### src/rtl/pixl_a8_pkg.sv
// rtl/pixl_a8_pkg.sv - shared types and constants for the Atari 8-bit bus sequencer
// Holds the sequencer state encoding, the register window pages and the
// default bus timing (all timing values are in system clk cycles).
package pixl_a8_pkg;

  typedef enum logic [2:0] {
    IDLE,
    ADDR,
    WR_WAIT,
    RD_REQ,
    DRIVE,
    SKIP
  } a8_state_t;

  localparam logic [7:0] PAGE_PBI  = 8'hD1;
  localparam logic [7:0] PAGE_CART = 8'hD5;

  localparam int ADDR_SETTLE_DEF = 6;
  localparam int DATA_SAMPLE_DEF = 18;
  localparam int RD_TIMEOUT_DEF  = 10;
  localparam int OE_HOLD_DEF     = 2;

  localparam logic [5:0] CNT_MAX = 6'd63;

endpackage

### src/rtl/a8_phi2_sync.sv
// rtl/a8_phi2_sync.sv - synchronisers for the Atari control pins plus phi2 edge pulses
// Ports:
//   clk, rst          system clock, async active-high reset
//   a8_clk            phi2 pin (async)
//   a8_rst_n          Atari reset pin (async)
//   a8_rw_n, a8_ref_n rw and refresh pins (async)
//   rst_n_sync, rw_n_sync, ref_n_sync  2-flop synchronised copies
//   rise, fall        1-clk pulses on synchronised phi2 edges
module a8_phi2_sync (
  input  logic clk,
  input  logic rst,
  input  logic a8_clk,
  input  logic a8_rst_n,
  input  logic a8_rw_n,
  input  logic a8_ref_n,
  output logic rst_n_sync,
  output logic rw_n_sync,
  output logic ref_n_sync,
  output logic rise,
  output logic fall
);

  // Bit order {ref_n, rw_n, rst_n, phi2}; idle values: no refresh, read,
  // Atari held in reset, phi2 low.
  localparam logic [3:0] SYNC_RST = 4'b1100;

  logic [3:0] meta;
  logic [3:0] sync;
  logic       phi2_d;
  logic [2:0] vld;

  always_ff @(posedge clk or posedge rst) begin
    if (rst) begin
      meta   <= SYNC_RST;
      sync   <= SYNC_RST;
      phi2_d <= 1'b0;
      vld    <= 3'b000;
    end else begin
      meta   <= {a8_ref_n, a8_rw_n, a8_rst_n, a8_clk};
      sync   <= meta;
      phi2_d <= sync[0];
      vld    <= {vld[1:0], 1'b1};
    end
  end

  // Edges are only reported once phi2_d holds a real pin sample, so a
  // reset release while phi2 is high does not fake a cycle start.
  assign rise       = vld[2] &  sync[0] & ~phi2_d;
  assign fall       = vld[2] & ~sync[0] &  phi2_d;
  assign rst_n_sync = sync[1];
  assign rw_n_sync  = sync[2];
  assign ref_n_sync = sync[3];

endmodule

### src/rtl/a8_bus_sequencer.sv
// rtl/a8_bus_sequencer.sv - Atari 8-bit cartridge/PBI bus cycle sequencer
// Ports:
//   clk, rst                       system clock, async active-high reset
//   a8_clk, a8_rst_n, a8_addr,
//   a8_data_in, a8_rw_n, a8_ref_n  Atari bus inputs (async to clk)
//   a8_data_out, a8_data_oe        read data and bus driver enable
//   a8_mpd_n, mpd_en               math-pack disable and its control bit
//   reg_addr, reg_wr, reg_wdata,
//   reg_rd, reg_rdata, reg_rd_ack  register file access
//   err, err_clr                   sticky timeout/deadline error and clear
module a8_bus_sequencer
  import pixl_a8_pkg::*;
#(
  parameter logic [7:0] WIN_PAGE    = PAGE_PBI,
  parameter int         ADDR_SETTLE = ADDR_SETTLE_DEF,
  parameter int         DATA_SAMPLE = DATA_SAMPLE_DEF,
  parameter int         RD_TIMEOUT  = RD_TIMEOUT_DEF,
  parameter int         OE_HOLD     = OE_HOLD_DEF
) (
  input  logic        clk,
  input  logic        rst,
  input  logic        a8_clk,
  input  logic        a8_rst_n,
  input  logic [15:0] a8_addr,
  input  logic [7:0]  a8_data_in,
  input  logic        a8_rw_n,
  input  logic        a8_ref_n,
  output logic [7:0]  a8_data_out,
  output logic        a8_data_oe,
  output logic        a8_mpd_n,
  input  logic        mpd_en,
  output logic [7:0]  reg_addr,
  output logic        reg_wr,
  output logic [7:0]  reg_wdata,
  output logic        reg_rd,
  input  logic [7:0]  reg_rdata,
  input  logic        reg_rd_ack,
  output logic        err,
  input  logic        err_clr
);

  logic rst_n_sync, rw_n_sync, ref_n_sync, rise, fall;

  a8_phi2_sync u_sync (
    .clk        (clk),
    .rst        (rst),
    .a8_clk     (a8_clk),
    .a8_rst_n   (a8_rst_n),
    .a8_rw_n    (a8_rw_n),
    .a8_ref_n   (a8_ref_n),
    .rst_n_sync (rst_n_sync),
    .rw_n_sync  (rw_n_sync),
    .ref_n_sync (ref_n_sync),
    .rise       (rise),
    .fall       (fall)
  );

  a8_state_t  state, state_nxt;
  logic [5:0] cnt, cnt_nxt;
  logic [7:0] rd_cnt, rd_cnt_nxt;
  logic [3:0] hold_cnt, hold_nxt;
  logic       holding, holding_nxt;
  logic [7:0] dout_nxt, addr_nxt, wdata_nxt;
  logic       oe_nxt, wr_nxt, rd_nxt, err_set, err_nxt;

  always_ff @(posedge clk or posedge rst) begin
    if (rst) begin
      state       <= IDLE;
      cnt         <= '0;
      rd_cnt      <= '0;
      hold_cnt    <= '0;
      holding     <= 1'b0;
      a8_data_out <= 8'h00;
      a8_data_oe  <= 1'b0;
      a8_mpd_n    <= 1'b1;
      reg_addr    <= 8'h00;
      reg_wr      <= 1'b0;
      reg_wdata   <= 8'h00;
      reg_rd      <= 1'b0;
      err         <= 1'b0;
    end else begin
      state       <= state_nxt;
      cnt         <= cnt_nxt;
      rd_cnt      <= rd_cnt_nxt;
      hold_cnt    <= hold_nxt;
      holding     <= holding_nxt;
      a8_data_out <= dout_nxt;
      a8_data_oe  <= oe_nxt;
      a8_mpd_n    <= ~(mpd_en & rst_n_sync);
      reg_addr    <= addr_nxt;
      reg_wr      <= wr_nxt;
      reg_wdata   <= wdata_nxt;
      reg_rd      <= rd_nxt;
      err         <= err_nxt;
    end
  end

  // Counted actions compare against N-1 so the registered strobe or
  // sample lands on the edge where cnt itself becomes N.
  always_comb begin
    state_nxt   = state;
    cnt_nxt     = cnt;
    rd_cnt_nxt  = (rd_cnt != 8'hFF) ? rd_cnt + 8'd1 : rd_cnt;
    hold_nxt    = hold_cnt;
    holding_nxt = holding;
    dout_nxt    = a8_data_out;
    oe_nxt      = a8_data_oe;
    addr_nxt    = reg_addr;
    wdata_nxt   = reg_wdata;
    wr_nxt      = 1'b0;
    rd_nxt      = 1'b0;
    err_set     = 1'b0;

    if (rise) begin
      cnt_nxt = '0;
    end else if (state != IDLE && cnt != CNT_MAX) begin
      cnt_nxt = cnt + 6'd1;
    end

    if (!rst_n_sync) begin
      state_nxt   = IDLE;
      oe_nxt      = 1'b0;
      holding_nxt = 1'b0;
    end else begin
      case (state)
        IDLE: begin
          if (rise) state_nxt = ADDR;
        end
        ADDR: begin
          if (fall) begin
            state_nxt = IDLE;
            err_set   = 1'b1;
          end else if (cnt == 6'(ADDR_SETTLE - 1)) begin
            addr_nxt = a8_addr[7:0];
            if (a8_addr[15:8] != WIN_PAGE || !ref_n_sync) begin
              state_nxt = SKIP;
            end else if (!rw_n_sync) begin
              state_nxt = WR_WAIT;
            end else begin
              state_nxt  = RD_REQ;
              rd_nxt     = 1'b1;
              rd_cnt_nxt = '0;
            end
          end
        end
        WR_WAIT: begin
          if (fall) begin
            state_nxt = IDLE;
            err_set   = 1'b1;
          end else if (cnt == 6'(DATA_SAMPLE - 1)) begin
            wdata_nxt = a8_data_in;
            wr_nxt    = 1'b1;
            state_nxt = SKIP;
          end
        end
        RD_REQ: begin
          if (fall) begin
            state_nxt = IDLE;
            err_set   = 1'b1;
          end else if (reg_rd_ack) begin
            dout_nxt  = reg_rdata;
            oe_nxt    = 1'b1;
            state_nxt = DRIVE;
          end else if (rd_cnt == 8'(RD_TIMEOUT - 1)) begin
            dout_nxt  = 8'hFF;
            oe_nxt    = 1'b1;
            err_set   = 1'b1;
            state_nxt = DRIVE;
          end
        end
        DRIVE: begin
          if (rise) begin
            // New cycle started while still driving: release the bus now.
            oe_nxt      = 1'b0;
            holding_nxt = 1'b0;
            err_set     = 1'b1;
            state_nxt   = ADDR;
          end else if (holding) begin
            if (hold_cnt <= 4'd1) begin
              oe_nxt      = 1'b0;
              holding_nxt = 1'b0;
              state_nxt   = IDLE;
            end else begin
              hold_nxt = hold_cnt - 4'd1;
            end
          end else if (fall) begin
            if (OE_HOLD <= 1) begin
              oe_nxt    = 1'b0;
              state_nxt = IDLE;
            end else begin
              holding_nxt = 1'b1;
              hold_nxt    = 4'(OE_HOLD - 1);
            end
          end
        end
        SKIP: begin
          if (fall) state_nxt = IDLE;
        end
        default: state_nxt = IDLE;
      endcase
    end

    err_nxt = err_set | (err & ~err_clr);
  end

endmodule

### config.mk
export PLATFORM = sky130hd
export DESIGN_NAME = a8_bus_sequencer
export DESIGN_NICKNAME = d
export VERILOG_FILES = /design/src/rtl/pixl_a8_pkg.sv /design/src/rtl/a8_phi2_sync.sv /design/src/rtl/a8_bus_sequencer.sv
export SDC_FILE = /design/constraint.sdc
export NUM_CORES = 1
export LEC_CHECK = 0
export BUFFER_PORTS_ARGS = -buffer_cell sky130_fd_sc_hd__buf_2
export CORE_ASPECT_RATIO = 1.25
export CORE_UTILIZATION = 53
export CTS_CLUSTER_SIZE = 24
export DETAILED_ROUTE_END_ITERATION = 12
export PLACE_DENSITY = 0.8
export RECOVER_POWER = 25
export SLEW_MARGIN = 30
export SYNTH_ARGS = -nofsm -noshare
export SYNTH_HDL_FRONTEND = slang
export SYNTH_SLANG_ARGS = --single-unit
### constraint.sdc
create_clock -name clk -period 2.6 [get_ports clk]
set_clock_uncertainty 0.05 [all_clocks]
set_input_delay 0.26 -clock clk [delete_from_list [all_inputs] [get_ports clk]]
set_output_delay 0.26 -clock clk [all_outputs]
set_load 0.02 [all_outputs]
## Word level (Yosys, flattened, before mapping)

Cells that the tools add are included.

- Register bits: 63
- Output and inout bits: 29
- Word-level logic and storage cells: 132

- Add/sub/neg operators: 3
- Order comparisons: 1
- Equal/unequal tests: 23
- Mux-type cells: 60
- Bitwise gates (word level): 13
- Reductions and logical operators: 15

Operators with widths:

| kind | count |
|---|---|
| $mux W8 | 9 |
| $mux W3 | 14 |
| $mux W1 | 29 |
| $ne A4 B4 Y1 const B | 5 |
| $pmux W3 S6 | 1 |
| $ne A8 B8 Y1 const B | 2 |
| $mux W4 | 3 |
| $mux W6 | 2 |
| $ne A3 B3 Y1 const B | 4 |
| $reduce_and A4 Y1 | 3 |
| $reduce_and A5 Y1 | 2 |
| $add A8 B1 Y8 const B | 1 |
| $eq A8 B4 Y1 const B | 1 |
| $reduce_and A7 Y1 | 1 |
| $add A6 B1 Y6 const B | 1 |
| $and A1 B1 Y1 | 6 |
| $eq A3 B2 Y1 const B | 2 |
| $eq A3 B3 Y1 const B | 2 |
| $eq A6 B3 Y1 const B | 1 |
| $eq A6 B5 Y1 const B | 1 |
| $ne A6 B6 Y1 const B | 1 |
| $not A1 Y1 | 6 |
| $reduce_bool A2 Y1 | 3 |
| $ne A5 B5 Y1 const B | 1 |
| 13 further kinds | 14 |

## Longest topological paths before layout

- Depth after elaboration: 8
- Gate-level depth with buffers: 7

## By module

A second synthesis with hierarchy kept.

- Cell total of the unflattened synthesis: 242
- Area total of the unflattened synthesis: 2849.0 µm²

By module, submodules not included:

| module | instances | cells each | area each (µm²) | sequential area each (µm²) |
|---|---|---|---|---|
| a8_bus_sequencer | 1 | 226 | 2518.7 | 1277.5 |
| a8_phi2_sync | 1 | 16 | 330.3 | 305.3 |

## Worst setup path before layout

OpenSTA, ideal clock, no wires.

- Kind: register -> register
- Start point: reg cnt[1]
- End point: reg reg_wdata[0]
- Setup time: 125 ps
- Data arrival time: 1681 ps
- Required time: 2425 ps
- Setup slack: 745 ps
- Cell stages (with the launch flop): 8
- Path buffers: 1
- Clock period less this slack: 1855 ps
- Cell sequence: dfrtp_1 -> inv_1 -> ha_1 -> nor3b_1 -> nand3b_1 -> or3_1 -> clkbuf_1 -> mux2_2

- Cells in the longest elaborated chain, start to end: 2

Ends and longest elaborated chain:

| element | RTL line | text |
|---|---|---|
| start, declared | a8_bus_sequencer.sv:59 | `logic [5:0] cnt, cnt_nxt;` |
| start signal, assigned | a8_bus_sequencer.sv:83 | `cnt <= cnt_nxt;` |
| $eq A6 B5 Y1 | a8_bus_sequencer.sv:150 | `end else if (cnt == 6'(DATA_SAMPLE - 1)) begin` |
| $reduce_and A4 Y1 (no source line) | n/a |  |
| end signal, assigned | a8_bus_sequencer.sv:92 | `reg_wdata <= wdata_nxt;` |
| end, declared | a8_bus_sequencer.sv:34 | `output logic [7:0] reg_wdata,` |

No other way between the ends.
A chain may end at the register's enable or synchronous reset.

## Final worst setup path

- Start point: reg cnt[1]
- End point: reg reg_addr[0]

- Cells in the longest elaborated chain, start to end: 2

Ends and longest elaborated chain:

| element | RTL line | text |
|---|---|---|
| $eq A6 B3 Y1 | a8_bus_sequencer.sv:133 | `end else if (cnt == 6'(ADDR_SETTLE - 1)) begin` |
| $reduce_and A4 Y1 (no source line) | n/a |  |
| end signal, assigned | a8_bus_sequencer.sv:90 | `reg_addr <= addr_nxt;` |
| end, declared | a8_bus_sequencer.sv:32 | `output logic [7:0] reg_addr,` |

No other way between the ends.

==> out/qor.csv <==
stage;metric;value;unit
run_status;status;complete, but fails checks;
run_status;failing checks;capacitance limit;
drt;vias per inst;5.436;
floorplan;Die W;66.96;um
drt;DR DRC count;0;
worst_setup_path;crit path buf inv count;1;
power_and_ir_drop;maximum VDD drop;0.0006142;V
global_routing;vias in the first global route;2042;
worst_setup_path;Critical Path Source Type;register;
layout;diode count;0;
floorplan;area of the core;5080;um^2
placed_design;I/O Buffers;69;
worst_setup_path;flop2flop setup slack;0.52;ns
placed_design;placed cell area;3211;um^2
timing;Hold Slack;0.09576;ns
placed_design;post-detail-place hpwl;3.671;mm
global_routing;maximum number of pins on one net before global-route repair;42;
cts;clock root buffer;clkbuf_8;
logic_synthesis;sequential area share after synthesis;56.62;%
cts;worst-skew pair later-pin latency;0.34;ns
layout;share of layout cells above drive strength 1;38.56;%
logic_synthesis;Post-synth top flop;dfrtp_1;
drt;Vias;2071;
worst_setup_path;CP Data Arrival Time;2.26;ns
layout;Multi-input gate area;1152;um^2
power_and_ir_drop;Pwr Density;825.1;nW/um^2
logic_synthesis;#FFs+latches synth;63;
worst_setup_path;slowest cell on the critical path;dfrtp_1;
worst_setup_path;RR Endpoint;reg_addr[0];
worst_setup_path;Crit. path cell count;6;
layout;register area;1583;um^2
worst_hold_path;worst hold path type;input port to register;
logic_synthesis;synthesized area per cell;12.05;um^2
worst_setup_path;critical path data required time;2.78;ns
worst_hold_path;hold depth;2;
floorplan;Starting Density;55.02;%
timing;Final WS setup;0.5154;ns
cts;Max clock buf depth;2;
worst_setup_path;Critical Path End;reg_addr[0];
logic_synthesis;Syn Nets;279;
power_and_ir_drop;leakage;1.691;nW
logic_synthesis;cells after synthesis;232;
timing;final setup fails;0;
worst_setup_path;reg2reg start;cnt[1];
worst_setup_path;CP startpoint;cnt[1];
floorplan;die area;5570;um^2
layout;nets@finish;361;
logic_synthesis;Synth Warn #;0;
layout;Finished Cell Area;3441;um^2
placed_design;GPL Wtd Cong;0.7469;
worst_setup_path;critical path's top delay family;simple AND/OR/NAND/NOR gates;
worst_setup_path;crit-path cells;inv_1, ha_1, nor3b_1, nand3b_1, nor2_2, mux2_2;
timing;total negative slack;0;ns
drt;drt total wl;5.256;mm
cts;CTS H-tree depth;3;
worst_setup_path;Reg2Reg Depth;6;
cts;CTS tree;yes;
global_routing;first-pass GRT wire length;9.108;mm
worst_setup_path;Crit Path Category;register to register;
timing;Final Hold Viols;0;
cts;Num CTS Buffers;9;
logic_synthesis;number of enable flip-flop cells after synthesis;0;
drt;1st-iter DRT viols;116;
logic_synthesis;Async SR Flop Fraction;100.0;%
worst_setup_path;Worst Path Max Fanout;8;
worst_setup_path;endpoint type of the worst setup path;register;
job;max cap viols;1;
floorplan;I/O pin cnt;70;
logic_synthesis;mapped cell area;2795;um^2
global_routing;Total Routing Usage GR;22.31;%
drt;Final ANT Viol Nets;0;
cts;Clock transition at path regs;0.07;ns
drt;TritonRoute pass-1 iters;4;
cts;clock sink count;63;
timing;fin crit share;80.18;%
floorplan;chip height;83.20;um
placed_design;pre-CTS WS;0.5217;ns
layout;Fill cells;388;
timing;Slew HR;0.04998;%
layout;Layout area overhead;23.10;%
timing;Slew @ Worst Pin;1.498;ns
timing;RSZ-0062 raised after global routing;false;
worst_setup_path;CP max stage delay;0.42;ns
timing;Max Slew Vio Count;0;
timing;Max Clock Freq;0.4797;GHz
drt;routed wire length per instance;13.80;um
floorplan;row cnt;29;
timing;min cycle time layout;2.085;ns
power_and_ir_drop;total power;2.839;mW
global_routing;grt total ovfl;0;
logic_synthesis;Netlist cell types;48;
global_routing;initial antenna violation count;0;
## power breakdown
part,switching [mW],internal (mW),total [mW]
Clock,0.387,0.374,0.761
Sequential,0.214,1.15,1.37
Combinational,0.374,0.336,0.710
## sequential cells by signal, indices dropped and copies added (netlist names), 3 cells and up
| name | flops |
|---|---|
| u_sync.meta | 4 |
| rd_cnt | 8 |
| u_sync.vld | 3 |
| a8_data_out | 8 |
| hold_cnt | 4 |
| reg_wdata | 8 |
| cnt | 6 |
| state | 3 |
| reg_addr | 8 |
| u_sync.sync | 4 |
## worst min path at each step
stage	from	endpoint	slack [ns]
5_1_grt	a8_data_in[6]	reg_wdata[6]	0.08
6_report	a8_data_in[6]	reg_wdata[6]	0.1
2_1_floorplan	a8_rw_n	u_sync.meta[2]	0.21
4_1_cts	rst	hold_cnt[3]	0.05
3_3_place_gp	u_sync.meta[0]	u_sync.sync[0]	0.28
3_5_place_dp	u_sync.vld[1]	u_sync.vld[2]	0.29
## synth_stat cells, types with 2 or more instances
| master | instances | area, um^2 |
|---|---|---|
| nand2b_1 | 10 | 62.56 |
| mux2i_1 | 2 | 20.02 |
| a211oi_1 | 2 | 15.01 |
| nand3_1 | 5 | 25.02 |
| ha_1 | 6 | 75.07 |
| nor4_4 | 2 | 42.54 |
| a22oi_1 | 2 | 15.01 |
| dfrtp_1 | 58 | 1451 |
| nor2b_1 | 2 | 12.51 |
| nand3b_1 | 3 | 22.52 |
| nand4_1 | 8 | 50.05 |
| xor2_1 | 5 | 43.79 |
| nor3b_1 | 2 | 15.01 |
| a31oi_1 | 4 | 25.02 |
| buf_2 | 3 | 15.01 |
| nand2_1 | 10 | 37.54 |
| o21ai_0 | 5 | 25.02 |
| and4_1 | 3 | 26.28 |
| nor2_1 | 20 | 75.07 |
| mux2_2 | 27 | 304.0 |
| dfstp_2 | 5 | 131.4 |
| inv_1 | 10 | 37.54 |
| clkbuf_1 | 2 | 7.510 |
| a22o_1 | 2 | 17.52 |
| a21oi_1 | 6 | 30.03 |
| nor3_1 | 3 | 15.01 |
| xnor2_1 | 4 | 35.03 |
## logic make-up (layout without fill, tap and decap cells)
group           count (synthesis)  in the layout  share of synthesized area [%]
xor+xnor                        9              9                          2.820
other cells                     1              1                         0.1342
mux                            29             29                          11.59
flops                          63             63                          56.62
simple gates                   78             78                          16.56
fa+ha+maj                       6              6                          2.686
compound gates                 31             31                          7.431
buf+inv                        15            102                          2.149
## cell usage in the layout, fill, tap and decap left out, types with 3 or more instances in the layout
cell type and count:
nand3_1 5, inv_1 10, nor2_1 20, nor3_1 3
xnor2_1 4, xor2_1 5, a31oi_1 4, nand3b_1 3
nand2b_1 10, mux2_2 27, nand4_1 8, nand2_1 10
clkbuf_8 10, dfstp_2 5, o21ai_0 5, dlygate4sd3_1 5
buf_2 69, and4_1 3, dfrtp_1 58, a21oi_1 6
ha_1 6
## per-stage QoR
step	instances	util, %
floorplan	232	-
global placement	360	63.20
detailed placement	360	63.20
CTS	381	67.73
global route	381	67.73
finish	381	67.73
## layer usage
metal  up-vias  wire length (um)  share of wire, %  track usage [%]
met1       994              2143                41            27.49
met4         0               164               3.1            14.89
met2        67              2701                51            34.44
met5         -                 0                 0                0
li1        997                 -                 -                -
met3        13               247               4.7            4.808
## repair_timing
action,CTS,global route
buffers inserted,0,0
hold buffers,5,0
hold endpoints to repair,5,0
resized for setup,0,0
## cell type report
type | count | area share, %
Sequential cell | 63 | 46.00
Multi-Input combinational cell | 154 | 33.49
Timing Repair Buffer | 76 | 11.93
Clock buffer | 10 | 4.000
Tap cell | 62 | 2.255
Clock inverter | 6 | 1.236
Inverter | 10 | 1.091
Power figures use the tool's default switching activity.
